==> src/rtl/out_port.sv <==
// Credit-based transmit side of a router link: per-VC credit counters, round-robin VC arbiter, registered flit output.
// Optional sticky credit-overflow flag enabled by defining OUT_PORT_CREDIT_CHK_EN.
`ifndef FLIT_SIZE
`define FLIT_SIZE 32
`endif
`ifndef FLIT_VC
`define FLIT_VC 2:0
`endif

module out_port #(
  parameter int VC_NUM    = 4,
  parameter int BUF_DEPTH = 16
) (
  input  logic                          clock,
  input  logic                          reset,
  input  logic [VC_NUM-1:0]             vc_req,
  input  logic [VC_NUM*`FLIT_SIZE-1:0]  vc_flit,
  input  logic [VC_NUM-1:0]             credit_in,
  output logic [VC_NUM-1:0]             vc_grant,
  output logic [`FLIT_SIZE-1:0]         flit_out,
  output logic                          valid_out
`ifdef OUT_PORT_CREDIT_CHK_EN
  ,
  output logic                          credit_err
`endif
);

  localparam int CNT_W = $clog2(BUF_DEPTH + 1);
  localparam int PTR_W = (VC_NUM > 1) ? $clog2(VC_NUM) : 1;

  logic [CNT_W-1:0]      cnt_r [VC_NUM];
  logic [PTR_W-1:0]      rr_ptr_r;
  logic [VC_NUM-1:0]     nz_s;
  logic [VC_NUM-1:0]     full_s;
  logic [VC_NUM-1:0]     elig_s;
  logic [VC_NUM-1:0]     grant_s;
  logic [PTR_W-1:0]      grant_idx_s;
  logic                  grant_vld_s;
  logic [PTR_W:0]        sum_s;
  logic [PTR_W-1:0]      idx_s;
  logic [PTR_W-1:0]      next_ptr_s;
  logic [`FLIT_SIZE-1:0] sel_flit_s;

  // Per-VC credit status; a credit arriving this cycle never makes an empty VC eligible.
  always_comb begin
    nz_s   = '0;
    full_s = '0;
    for (int v = 0; v < VC_NUM; v++) begin
      nz_s[v]   = (cnt_r[v] != '0);
      full_s[v] = (cnt_r[v] == CNT_W'(BUF_DEPTH));
    end
    elig_s = vc_req & nz_s & {VC_NUM{~reset}};
  end

  // Round-robin search starting at rr_ptr_r, wrapping at VC_NUM-1.
  always_comb begin
    grant_s     = '0;
    grant_idx_s = '0;
    grant_vld_s = 1'b0;
    sum_s       = '0;
    idx_s       = '0;
    for (int i = 0; i < VC_NUM; i++) begin
      sum_s = {1'b0, rr_ptr_r} + (PTR_W+1)'(i);
      if (sum_s >= (PTR_W+1)'(VC_NUM)) sum_s = sum_s - (PTR_W+1)'(VC_NUM);
      else                             sum_s = sum_s;
      idx_s = sum_s[PTR_W-1:0];
      if (!grant_vld_s && elig_s[idx_s]) begin
        grant_vld_s = 1'b1;
        grant_idx_s = idx_s;
      end else begin
        grant_vld_s = grant_vld_s;
      end
    end
    if (grant_vld_s) grant_s[grant_idx_s] = 1'b1;
    else             grant_s = '0;
  end

  assign vc_grant = grant_s;

  // Granted flit with its VC field rewritten to the granted VC id.
  always_comb begin
    sel_flit_s = '0;
    for (int v = 0; v < VC_NUM; v++) begin
      if (grant_s[v]) sel_flit_s = vc_flit[v*`FLIT_SIZE +: `FLIT_SIZE];
      else            sel_flit_s = sel_flit_s;
    end
    sel_flit_s[`FLIT_VC] = 3'(grant_idx_s);
  end

  // Pointer moves just past the VC that won.
  always_comb begin
    next_ptr_s = rr_ptr_r;
    if (grant_idx_s == PTR_W'(VC_NUM - 1)) next_ptr_s = '0;
    else                                   next_ptr_s = grant_idx_s + PTR_W'(1);
  end

  // Output register and arbitration pointer.
  always_ff @(posedge clock or posedge reset) begin
    if (reset) begin
      valid_out <= 1'b0;
      flit_out  <= '0;
      rr_ptr_r  <= '0;
    end else if (grant_vld_s) begin
      valid_out <= 1'b1;
      flit_out  <= sel_flit_s;
      rr_ptr_r  <= next_ptr_s;
    end else begin
      valid_out <= 1'b0;
      flit_out  <= flit_out;
      rr_ptr_r  <= rr_ptr_r;
    end
  end

  // Credit counters: send and credit in the same cycle cancel; overflow credits are dropped.
  always_ff @(posedge clock or posedge reset) begin
    if (reset) begin
      for (int v = 0; v < VC_NUM; v++) cnt_r[v] <= CNT_W'(BUF_DEPTH);
    end else begin
      for (int v = 0; v < VC_NUM; v++) begin
        case ({grant_s[v], credit_in[v]})
          2'b10:   cnt_r[v] <= cnt_r[v] - CNT_W'(1);
          2'b01: begin
            if (!full_s[v]) cnt_r[v] <= cnt_r[v] + CNT_W'(1);
            else            cnt_r[v] <= cnt_r[v];
          end
          default: cnt_r[v] <= cnt_r[v];
        endcase
      end
    end
  end

`ifdef OUT_PORT_CREDIT_CHK_EN
  logic overflow_s;
  assign overflow_s = |(credit_in & ~grant_s & full_s);

  // Sticky overflow flag, cleared only by reset.
  always_ff @(posedge clock or posedge reset) begin
    if (reset)           credit_err <= 1'b0;
    else if (overflow_s) credit_err <= 1'b1;
    else                 credit_err <= credit_err;
  end
`endif

endmodule

==> config.mk <==
export PLATFORM = sky130hd
export DESIGN_NAME = out_port
export DESIGN_NICKNAME = d
export VERILOG_FILES = /design/src/rtl/out_port.sv
export SDC_FILE = /design/constraint.sdc
export NUM_CORES = 1
export LEC_CHECK = 0
export BUFFER_PORTS_ARGS = -buffer_cell sky130_fd_sc_hd__buf_4
export CORE_ASPECT_RATIO = 1.4
export CORE_MARGIN = 2
export CORE_UTILIZATION = 50
export DETAILED_ROUTE_END_ITERATION = 10
export PLACE_DENSITY = 0.95
export SYNTH_ARGS = -nofsm -noshare
export SYNTH_HDL_FRONTEND = slang
export SYNTH_SLANG_ARGS = --single-unit
==> constraint.sdc <==
create_clock -name clock -period 12.43 [get_ports clock]
set_clock_uncertainty 0.1 [all_clocks]
set_input_delay 1.243 -clock clock [delete_from_list [all_inputs] [get_ports clock]]
set_output_delay 1.243 -clock clock [all_outputs]
set_load 0.05 [all_outputs]
==> out/qor.csv <==
metric;value;unit
number of buffers created by CTS;5;
Worst Path Arrival;4380;ps
Clk Tree Root Cell;clkbuf_8;
Clock Power Share;8.6;%
Crit Path Class;reg -> out;
Synth cell types;57;
CTS tree;yes;
Worst-path clk slew;100;ps
Ports;175;
Die H;110;um
worst setup margin;6710;ps
antenna fix cells;0;
Slew headroom;22.4;%
top post-synthesis cells by area;dfrtp_1, a21oi_1, nand2_1;
Post-Syn Area;4050;sq um
Critical Path RT;11090;ps
Post-DRT Antenna Nets;0;
number of synthesized register bits;54;
TNS Setup;0;ps
area fraction of the dominant cell type after synthesis;30.9;%
clk buf depth;2;
hold buffers post-CTS;0;
combinational power share;64.0;%
Synth warnings;0;
synth cell count leaders;a21oi_1, nand2_1, dfrtp_1;
drt wl/cell;16.1;um
initial antenna violation count;0;
Primary FF master, synth;dfrtp_1;
crit path capture type;output pin;
Post-Syn Instances;467;
area delta synth->final;33.3;%
Tightest Pin Transition;1160;ps
Worst Hold Class;reg -> reg;
standard-cell row count;38;
dpl hpwl;8560;um
fin crit period;5720;ps
# port buffers;161;
Setup Viol. Count Final;0;
setup slack after placement;6640;ps
area leader, netlist;dfrtp_1;
GP Congestion;0.944;
Syn Area/Cell;8.66;sq um
worst-path fanout max;30;
setup bufs post-CTS;0;
PwrDens;224;nW/um^2
crit path launch type;register;
clock insertion delay at the later pin of the skew report;320;ps
syn_nets;626;
NumNets Final;765;
final slew viol count;0;
Final Hold Viols;0;
grt total ovfl;0;
Avg Vias per Cell;5.78;
number of max-cap violations;0;
gr usage total;26.4;%
TritonRoute pass-1 iters;4;
Int Power;620;uW
DRT Wirelength;11400;um
Starting Density;51.9;%
die width;80.0;um
core area;7800;sq um
sequential power share;27.4;%
register area share after synthesis;33.5;%
Final Cycle Share;46.0;%
Leakage Power;2.41;nW
post-CTS resize count;0;
Peak VDD IR;0.122;mV
H-tree depth;2;
largest net degree at the start of global routing;66;
DR iter-0 viols;319;
EDFF count, synth;0;
vias post-DR;4086;
Switch Pwr;587;uW
Sw Ratio;48.6;%
ys async rst share;100;%
status;finished, final reports clean;
CTS Sinks;54;
fmax;175;MHz
die area;8840;sq um
DRC Markers;0;
first-pass GRT wire length;18900;um
layout cells sized above 1;32.5;%
RSZ-0062 raised after global routing;no;
vias in the first global route;4210;
-- worst paths after layout --
| kind | slack [ps] | depth (start not counted) | endpoint | from |
|---|---|---|---|---|
| max | 6710 | 8 | vc_grant[0] | cnt_r[1]$_DFFE_PP0P_ |
| min | 400 | 1 | flit_out[12]$_DFFE_PP0N_ | flit_out[12]$_DFFE_PP0N_ |
| max reg2reg | 6860 | 14 | cnt_r[19]$_DFFE_PP1P_ | cnt_r[1]$_DFFE_PP0P_ |
| min reg2reg | 400 | 1 | flit_out[12]$_DFFE_PP0N_ | flit_out[12]$_DFFE_PP0N_ |
| max in group asynchronous | 10500 | 3 | cnt_r[14]$_DFFE_PP1P_ | reset |
| min in group asynchronous | 880 | 2 | rr_ptr_r[1]$_DFFE_PP0N_ | reset |
-- metal layers --
layer  up-vias  share of wire, %  GRT usage [%]
li1       1971                 -              -
met1      1956                37           29.9
met2       140                55           48.3
met3        19               5.9           4.66
met4         0               2.1           9.04
met5         -                 0              0
-- final cells by class --
type	instances	area [sq um]
Sequential cell	54	1360
Tap cell	100	125
Multi-Input combinational cell	357	2500
Inverter	24	92.6
Timing Repair Buffer	164	1230
Fill cell	609	2400
Clock inverter	1	5.00
Clock buffer	7	86.3
-- state kept, by name, indices dropped and copies added (netlist names) --
signal	flops
valid_out	1
cnt_r	20
rr_ptr_r	2
flit_out	31
-- worst max-delay path, stage by stage (launching register included) --
cell      delay, ps
dfrtp_1         440
or4_4           580
o21a_2          270
o311a_1         340
o211ai_1        440
ha_1           1030
nand2_1         170
a41oi_2         480
buf_4           290
-- placed cells by master, fill, tap and decap left out, drive strengths merged, types with 7 or more instances in the layout --
master,netlist,final
buf,5,164
nand2,68,68
a21oi,68,68
dfrtp,50,50
o21a,35,35
o211ai,32,32
nand3b,30,30
inv,24,24
ha,17,17
o21ai,14,14
xnor2,9,9
a21o,8,8
mux2,7,7
clkbuf,27,7
-- per-stage QoR --
| stage | cell area [sq um] | utilization, % | hold slack [ps] | std cells | total power [mW] |
|---|---|---|---|---|---|
| 4_1_cts | 5390 | 69.2 | 399 | 707 | 1.21 |
| 5_1_grt | 5390 | 69.2 | 421 | 707 | 1.30 |
| 3_5_place_dp | 5300 | 68.0 | 378 | 699 | 1.10 |
| 3_3_place_gp | 5300 | 68.0 | 369 | 699 | 1.06 |
| 6_report | 5390 | 69.2 | 395 | 707 | 1.21 |
| 2_1_floorplan | 4050 | - | 376 | 467 | 0.890 |
-- kinds of logic (layout without fill, tap and decap cells) --
| family | Yosys count | after routing | synth area share [%] |
|---|---|---|---|
| mux | 12 | 12 | 3.28 |
| compound gates | 185 | 185 | 31.5 |
| buf+inv | 56 | 196 | 5.35 |
| other cells | 1 | 1 | 0.0927 |
| flops | 54 | 54 | 33.5 |
| fa+ha+maj | 21 | 21 | 7.24 |
| xor+xnor | 12 | 12 | 2.60 |
| simple gates | 126 | 126 | 16.4 |
-- power groups by stage --
stage / Sequential (mW) / Clock (mW) / Combinational, mW
after floorplan: 0.477 / 0 / 0.412
after global placement: 0.325 / 0 / 0.739
after detailed placement: 0.332 / 0 / 0.772
after CTS: 0.329 / 0.106 / 0.775
after global routing: 0.342 / 0.112 / 0.844
final: 0.330 / 0.104 / 0.772
Note: power is estimated with default switching activity, not from simulation.
